### src/rtl/lock_seq_ctrl.sv
// Keypad lock sequencer: digit entry over valid/ready, code compare, open/re-program/lockout
// control, and scheduling of the shared 2:1 LED display mux (select plus both source nibbles).
module lock_seq_ctrl #(
  parameter int                NDIG      = 4,
  parameter int                MAX_TRY   = 3,
  parameter int                LOCK_CYC  = 16,
  parameter int                BLINK_CYC = 4,
  parameter logic [4*NDIG-1:0] DEF_CODE  = 16'h1234
) (
  input  logic       clk,
  input  logic       rst_n,
  input  logic       key_valid,
  input  logic [3:0] key_digit,
  output logic       key_ready,
  input  logic       key_clear,
  input  logic       key_prog,
  output logic       sel,
  output logic [3:0] disp_a,
  output logic [3:0] disp_b,
  output logic       unlocked,
  output logic       alarm,
  output logic [3:0] fail_cnt
);

  localparam int CODE_W = 4 * NDIG;
  localparam int CNT_W  = $clog2(NDIG + 1);
  localparam int LCK_W  = (LOCK_CYC > 1) ? $clog2(LOCK_CYC) : 1;
  localparam int BLK_W  = (BLINK_CYC > 1) ? $clog2(BLINK_CYC) : 1;

  localparam logic [CNT_W-1:0] LAST_DIG = CNT_W'(NDIG - 1);
  localparam logic [LCK_W-1:0] LCK_LOAD = LCK_W'(LOCK_CYC - 1);
  localparam logic [BLK_W-1:0] BLK_LAST = BLK_W'(BLINK_CYC - 1);
  localparam logic [3:0]       TRY_MAX  = 4'(MAX_TRY);

  typedef enum logic [2:0] {
    S_IDLE    = 3'd0,
    S_ENTRY   = 3'd1,
    S_CHECK   = 3'd2,
    S_OPEN    = 3'd3,
    S_SETCODE = 3'd4,
    S_LOCKOUT = 3'd5
  } state_t;

  state_t            state_q, state_d;
  logic [CODE_W-1:0] code_q, code_d;
  logic [CODE_W-1:0] buf_q, buf_d;
  logic [CNT_W-1:0]  cnt_q, cnt_d;
  logic [LCK_W-1:0]  lock_q, lock_d;
  logic [BLK_W-1:0]  blink_q, blink_d;
  logic              sel_q, sel_d;
  logic [3:0]        disp_a_q, disp_a_d;
  logic [3:0]        disp_b_q, disp_b_d;
  logic              unlocked_q, unlocked_d;
  logic              alarm_q, alarm_d;
  logic [3:0]        fail_q, fail_d;
  logic              ready_q, ready_d;

  logic              digit_ok_s;
  logic [CODE_W-1:0] buf_shift_s;
  logic              blink_wrap_s;

  // A clear in the same cycle drops the digit; non-BCD digits are consumed but never stored.
  assign digit_ok_s   = key_valid & ready_q & ~key_clear & (key_digit < 4'd10);
  assign buf_shift_s  = (buf_q << 4) | CODE_W'(key_digit);
  assign blink_wrap_s = (blink_q == BLK_LAST);

  // Next-state, datapath and registered-output decode.
  always_comb begin
    state_d  = state_q;
    code_d   = code_q;
    buf_d    = buf_q;
    cnt_d    = cnt_q;
    lock_d   = lock_q;
    disp_a_d = disp_a_q;
    fail_d   = fail_q;

    case (state_q)
      S_IDLE, S_ENTRY: begin
        if (key_clear) begin
          buf_d   = '0;
          cnt_d   = '0;
          state_d = S_IDLE;
        end else if (digit_ok_s) begin
          buf_d    = buf_shift_s;
          cnt_d    = cnt_q + CNT_W'(1);
          disp_a_d = key_digit;
          state_d  = (cnt_q == LAST_DIG) ? S_CHECK : S_ENTRY;
        end else begin
          state_d = state_q;
        end
      end
      S_CHECK: begin
        buf_d = '0;
        cnt_d = '0;
        if (buf_q == code_q) begin
          fail_d  = 4'd0;
          state_d = S_OPEN;
        end else if ((fail_q + 4'd1) >= TRY_MAX) begin
          fail_d  = TRY_MAX;
          lock_d  = LCK_LOAD;
          state_d = S_LOCKOUT;
        end else begin
          fail_d  = fail_q + 4'd1;
          state_d = S_IDLE;
        end
      end
      S_OPEN: begin
        if (key_clear) begin
          state_d = S_IDLE;
        end else if (key_prog) begin
          buf_d   = '0;
          cnt_d   = '0;
          state_d = S_SETCODE;
        end else begin
          state_d = S_OPEN;
        end
      end
      S_SETCODE: begin
        if (key_clear) begin
          buf_d   = '0;
          cnt_d   = '0;
          state_d = S_OPEN;
        end else if (digit_ok_s) begin
          disp_a_d = key_digit;
          if (cnt_q == LAST_DIG) begin
            code_d  = buf_shift_s;
            buf_d   = '0;
            cnt_d   = '0;
            state_d = S_OPEN;
          end else begin
            buf_d = buf_shift_s;
            cnt_d = cnt_q + CNT_W'(1);
          end
        end else begin
          state_d = S_SETCODE;
        end
      end
      S_LOCKOUT: begin
        if (lock_q == '0) begin
          fail_d  = 4'd0;
          state_d = S_IDLE;
        end else begin
          lock_d = lock_q - LCK_W'(1);
        end
      end
      default: begin
        buf_d   = '0;
        cnt_d   = '0;
        state_d = S_IDLE;
      end
    endcase

    case (state_d)
      S_IDLE:    disp_b_d = 4'h0;
      S_ENTRY:   disp_b_d = 4'(cnt_d);
      S_OPEN:    disp_b_d = 4'hA;
      S_SETCODE: disp_b_d = 4'h5;
      S_LOCKOUT: disp_b_d = 4'hE;
      default:   disp_b_d = disp_b_q;
    endcase

    unlocked_d = (state_d == S_OPEN) || (state_d == S_SETCODE);
    alarm_d    = (state_d == S_LOCKOUT);
    ready_d    = (state_d != S_CHECK) && (state_d != S_LOCKOUT);

    blink_d = blink_wrap_s ? '0 : (blink_q + BLK_W'(1));
    if (state_d == S_LOCKOUT) begin
      sel_d = 1'b1;
    end else if (blink_wrap_s) begin
      sel_d = ~sel_q;
    end else begin
      sel_d = sel_q;
    end
  end

  // State and output registers.
  always_ff @(posedge clk or negedge rst_n) begin
    if (!rst_n) begin
      state_q    <= S_IDLE;
      code_q     <= DEF_CODE;
      buf_q      <= '0;
      cnt_q      <= '0;
      lock_q     <= '0;
      blink_q    <= '0;
      sel_q      <= 1'b0;
      disp_a_q   <= 4'h0;
      disp_b_q   <= 4'h0;
      unlocked_q <= 1'b0;
      alarm_q    <= 1'b0;
      fail_q     <= 4'd0;
      ready_q    <= 1'b1;
    end else begin
      state_q    <= state_d;
      code_q     <= code_d;
      buf_q      <= buf_d;
      cnt_q      <= cnt_d;
      lock_q     <= lock_d;
      blink_q    <= blink_d;
      sel_q      <= sel_d;
      disp_a_q   <= disp_a_d;
      disp_b_q   <= disp_b_d;
      unlocked_q <= unlocked_d;
      alarm_q    <= alarm_d;
      fail_q     <= fail_d;
      ready_q    <= ready_d;
    end
  end

  assign key_ready = ready_q;
  assign sel       = sel_q;
  assign disp_a    = disp_a_q;
  assign disp_b    = disp_b_q;
  assign unlocked  = unlocked_q;
  assign alarm     = alarm_q;
  assign fail_cnt  = fail_q;

endmodule
### config.mk
export PLATFORM = sky130hd
export DESIGN_NAME = lock_seq_ctrl
export DESIGN_NICKNAME = d
export VERILOG_FILES = /design/src/rtl/lock_seq_ctrl.sv
export SDC_FILE = /design/constraint.sdc
export NUM_CORES = 1
export LEC_CHECK = 0
export ABC_CLOCK_PERIOD_IN_PS = 2400
export CAP_MARGIN = 15
export CORE_MARGIN = 2
export CORE_UTILIZATION = 50
export CTS_CLUSTER_DIAMETER = 200
export DETAILED_ROUTE_END_ITERATION = 6
export DONT_BUFFER_PORTS = 1
export PLACE_DENSITY_LB_ADDON = 0.08
export SLEW_MARGIN = 20
export SYNTH_ARGS = -nofsm -noshare
export SYNTH_HDL_FRONTEND = slang
export SYNTH_SLANG_ARGS = --single-unit
### constraint.sdc
create_clock -name clk -period 2.4 [get_ports clk]
set_clock_uncertainty 0.15 [all_clocks]
set_input_delay 0.24 -clock clk [delete_from_list [all_inputs] [get_ports clk]]
set_output_delay 0.24 -clock clk [all_outputs]
set_load 0.05 [all_outputs]
* Yosys cells after proc, flatten, opt, wreduce, memory -nomap -nowiden
Index checks and enable logic that the tools add are counted.
** Cells by class
- Order comparisons :: 2
- Add/subtract/negate cells :: 4
- Reduce and logical (&&, ||, !) cells :: 15
- Div/mod/pow operators :: 0
- Multiplexer cells :: 40
- Multipliers :: 0
- Shift-type cells :: 0
- Equality and inequality tests :: 22
- Bitwise gates (word level) :: 7
** Operators by type and width (number)
- two-way mux 16 bit :: 7
- case mux 16 bit (4 select lines) :: 1
- two-way mux 3 bit :: 17
- two-way mux 4 bit :: 6
- case mux 4 bit (5 select lines) :: 1
- == test 16 bit :: 1
- bitwise OR 16 x 4 -> 16 bit :: 1
- case mux 4 bit (2 select lines) :: 2
- case mux 3 bit (5 select lines) :: 1
- == test 3 x 2 -> 1 bit, second input constant :: 4
- == test 3 bit, second input constant :: 4
- != test 2 bit, second input constant :: 6
- case mux 3 bit (4 select lines) :: 1
- != test 3 bit, second input constant :: 3
- AND reduction 4 bit :: 2
- == test 3 x 1 -> 1 bit, second input constant :: 2
- logical NOT 3 bit :: 2
- AND reduction 5 bit :: 1
- nonzero test 5 bit :: 1
- adder 4 x 1 -> 4 bit, second input constant :: 1
- >= comparator 4 x 2 -> 1 bit, second input constant :: 1
- logical NOT 4 bit :: 1
- < comparator 4 bit, second input constant :: 1
- two-way mux 2 bit :: 2
- 15 further kinds :: 21
** Storage, ports and cells
- Flip-flop bits (word level) :: 60
- Output and inout bits :: 16
- Memory bits (writable) :: 0
- Word-level logic and storage cells :: 103
- Memories :: 0
- Input bits :: 9
- Memory bits (read-only) :: 0
- Bits in latches :: 0

* Longest topological paths before layout
- Word-level depth :: 8
- Depth in mapped cells :: 8

* Worst setup path before layout
Ideal clock, no wire load.
- Path type :: register -> register
- Start point :: reg fail_q[0] (netlist: fail_cnt[0])
- End point :: reg disp_b_q[2] (netlist: disp_b[2])
- Path slack :: 0.112 ns
- Cell stages (with the launch flop) :: 7
- Clock period less this slack :: 2.288 ns
- Data arrival time :: 1.986 ns
- Library setup time :: 0.152 ns
- Cell sequence :: dfrtp_1 > inv_1 > ha_1 > or2_2 > o221a_2 > a21oi_1 > o2111ai_1
** On the way
- Longest elaborated chain between the ends :: 7
** Ends and longest elaborated chain
- start: declaration :: line 55 : logic [3:0] fail_q, fail_d;
- start signal: assignment :: line 204 : fail_q <= fail_d;
- adder 4 x 1 -> 4 bit (*) :: line 98 : end else if ((fail_q + 4'd1) >= TRY_MAX) begin
- >= comparator 4 x 2 -> 1 bit (*) :: line 98
- two-way mux 3 bit (*) :: line 98
- two-way mux 3 bit (*) :: line 95 : if (buf_q == code_q) begin
- case mux 3 bit (5 select lines) (*) :: line 77 : case (state_q)
- == test 3 bit (tied with other cells) :: line 153 : case (state_d)
- case mux 4 bit (5 select lines) / nonzero test 5 bit (equally long branches)
- end signal: assignment :: line 201 : disp_b_q <= disp_b_d;
- end: declaration :: line 52 : logic [3:0] disp_b_q, disp_b_d;
Every way passes the cells marked *; elsewhere a longest branch is shown, timed or not.
A chain may end at the register's enable or synchronous reset.

* Worst setup path in the final report
- Start point :: reg cnt_q[0]
- End point :: reg code_q[8]
** On the way
- Longest elaborated chain between the ends :: 2
** Ends and longest elaborated chain
- start: declaration :: line 47 : logic [CNT_W-1:0] cnt_q, cnt_d;
- start signal: assignment :: line 196 : cnt_q <= cnt_d;
- == test 3 x 2 -> 1 bit :: line 125 : if (cnt_q == LAST_DIG) begin
- AND reduction 4 bit (no source line)
- end signal: assignment :: line 194 : code_q <= code_d;
- end: declaration :: line 45 : logic [CODE_W-1:0] code_q, code_d;
Every way passes these cells.

==> flow_metrics.env <==
export IMPL_place_inst=337
export IMPL_yosysSeqAreaShare_pct=52.10
export IMPL_cts_root_buffer="clkbuf_8"
export IMPL_holdCritPathClass="input pin to flop"
export IMPL_grt_ovfl_total=0
export IMPL_hold_viol_final=0
export IMPL_synthCells=266
export IMPL_die_height_um=80.11
export IMPL_drt_pre_antenna_iters=4
export IMPL_wirelength_mm=5.340
export IMPL_drc_errors=0
export IMPL_initial_core_util_pct=52.28
export IMPL_async_flop_share_pct=100.0
export IMPL_end_kind="flop"
export IMPL_arrival_ns=2.13
export IMPL_route_vias_total=1899
export IMPL_status="completed"
export IMPL_setup_viol=0
export IMPL_cts_tree="done"
export IMPL_synthTopCellsByCount="dfrtp_1 (54), nand2_1 (48), xor2_1 (18), o21ai_1 (17)"
export IMPL_multi_input_area_um2=1285
export IMPL_yosysMostFrequentCell="dfrtp_1"
export IMPL_finish_instance_area_um2=3347
export IMPL_finalNetCount=298
export IMPL_place_hpwl_mm=3.656
export IMPL_rsz0062_at_grt="no"
export IMPL_synth_edf_count=0
export IMPL_maxClockFrequency_mhz=482.8
export IMPL_maxCapViolations=0
export IMPL_cts_buffers=9
export IMPL_clkSinkCount=60
export IMPL_worstPathMaxFanout=16
export IMPL_clk_pin_slew_ns=0.06
export IMPL_fin_crit_ns=2.071
export IMPL_std_cell_rows=27
export IMPL_post_synth_top_area_fraction_pct=46.65
export IMPL_crit_required_ns=2.46
export IMPL_grt_pass1_vias=1839
export IMPL_fillCellCount=486
export IMPL_synth_area_um2=2897
export IMPL_ys_warn_count=0
export IMPL_vdd_ir_drop_max_mv=0.4424
export IMPL_grt_max_degree=61
export IMPL_n_antenna_cell=0
export IMPL_place_congestion=0.7958
export IMPL_dieArea_um2=6418
export IMPL_antenna_found_initial=0
export IMPL_power_leakage_nw=1.685
export IMPL_synthFlopType="dfrtp_1"
export IMPL_synth_nets=282
export IMPL_maxSlewViolCount=0
export IMPL_cts_repair_resized=0
export IMPL_crit_type="flop to flop"
export IMPL_port_buffers=0
export IMPL_synth_area_leaders="dfrtp_1 (47%), nand2_1 (6.2%), dfstp_2 (5.4%)"
export IMPL_grt_pass1_wl_mm=9.114
export IMPL_final_cells=359
export IMPL_drt_iter0_markers=86
export IMPL_worstMarginPinSlew_ns=0.4952
export IMPL_ys_seq_elements=60
export IMPL_ys_types=47
export IMPL_max_clock_path_buffers=2
export IMPL_finalSetupTns_ns=0
export IMPL_syn_avg_cell_area_um2=10.89
export IMPL_p_per_area_nw_per_um2=750.4
export IMPL_fin_util_pct=60.41
export IMPL_antenna_left=0
export IMPL_synth_top_area_cell="dfrtp_1"
export IMPL_die_w_um=80.11
export IMPL_ios=25
export IMPL_slew_headroom_pct=66.99
export IMPL_htreeDepth=3
export IMPL_grt_usage_pct=18.95
export IMPL_core_um2=5540
export IMPL_placed_cell_area_um2=3004
export IMPL_seq_area_um2=1509
export IMPL_fin_crit_sh_pct=86.31
export IMPL_startpoint_type="flop"
export IMPL_wl_per_cell_um=14.87
export IMPL_drive_gt1_share_pct=16.38
export IMPL_vias_per_cell=5.290
export IMPL_clk_latency_ns=0.33
export IMPL_area_growth_pct=15.55
[worst paths after layout]
kind                                           start               endpoint  slack, ns  depth (start not counted)
worst max-delay path              cnt_q[0]$_DFF_PN0_  code_q[8]$_DFFE_PN0P_       0.33                          6
worst min-delay path                       key_clear   state_q[2]$_DFF_PN0_       0.02                          2
worst max register to register    cnt_q[0]$_DFF_PN0_  code_q[8]$_DFFE_PN0P_       0.33                          6
worst min register to register  blink_q[0]$_DFF_PN0_   blink_q[0]$_DFF_PN0_       0.28                          1
max in group asynchronous                      rst_n  code_q[9]$_DFFE_PN1P_       1.50                          2
min in group asynchronous                      rst_n  buf_q[14]$_DFFE_PN0P_       0.26                          2
[through the flow]
step	hold slack (ns)	worst slack (ns)	total power, mW
floorplan	-0.2056	0.1122	1.254
global placement	-0.2034	0.3739	1.287
detailed placement	-0.2034	0.3323	1.292
CTS	0.009379	0.3308	2.539
global route	0.03664	0.2026	2.611
finish	0.02008	0.3286	2.512
[report_power, final]
| group | internal [mW] | total [mW] | switching [mW] | leakage [nW] |
|---|---|---|---|---|
| registers | 1.05 | 1.14 | 0.0898 | 0.795 |
| clock network | 0.825 | 1.21 | 0.383 | 0.131 |
| logic | 0.0668 | 0.165 | 0.0984 | 0.759 |
[sequential cells by signal, indices dropped and copies added (netlist names), 2 cells and up]
name and flops:
lock_q 4, fail_cnt 4, blink_q 2, code_q 16, disp_b 4, state_q 3
cnt_q 3, buf_q 16, disp_a 4
[logic make-up (layout without fill, tap and decap cells)]
group           after synthesis  in the layout  synth area share [%]
buf+inv                      22             43                 3.542
flops                        60             60                 52.10
fa+ha+maj                     7              7                 3.024
simple gates                 96             96                 16.63
compound gates               39             39                 8.856
xor+xnor                     19             19                 5.745
mux                          23             23                 10.11
[metal layers]
layer | share of wire, % | global-route usage, % | vias up
met1 | 51 | 28.55 | 906
li1 | - | - | 953
met4 | 1.4 | 6.780 | 0
met3 | 4.2 | 5.169 | 9
met2 | 43 | 26.08 | 31
met5 | 0 | 0 | -
[critical path, stage by stage (launching register included)]
cell	delay, ns
dfrtp_1	0.36
ha_1	0.17
ha_1	0.21
nand4_1	0.14
or3_1	0.36
buf_4	0.23
mux2_1	0.33
[final cells by class]
cell class              count  share of cell area [%]
clock buffers              12                   4.336
clock inverters             4                   3.589
inverters                  10                   1.121
repair buffers             17                   4.785
multi-input cells         184                   38.39
well taps                  72                   2.692
flip-flops and latches     60                   45.08
[what timing repair did]
item	CTS	global route
setup buffers	0	0
hold buffers	6	0
endpoints found under the hold margin	72	0
[layout by cell type (no fill, tap or decap), drive strengths merged, types with 2 or more instances in the layout]
cell / instances
dfrtp: 54
nand2: 48
o21ai: 20
mux2: 20
xor2: 18
buf: 12
clkbuf: 12
inv: 10
nor2: 7
ha: 7
nor4: 6
dfstp: 6
nand2b: 5
nand3: 5
and2: 5
dlygate4sd3: 5
nor2b: 4
bufinv: 4
nor3b: 4
a22o: 3
mux2i: 3
nand3b: 2
nand4b: 2
a22oi: 2
nand4: 2
a21o: 2
a21oi: 2
o2111ai: 2
(Power assumes the default switching activity.)
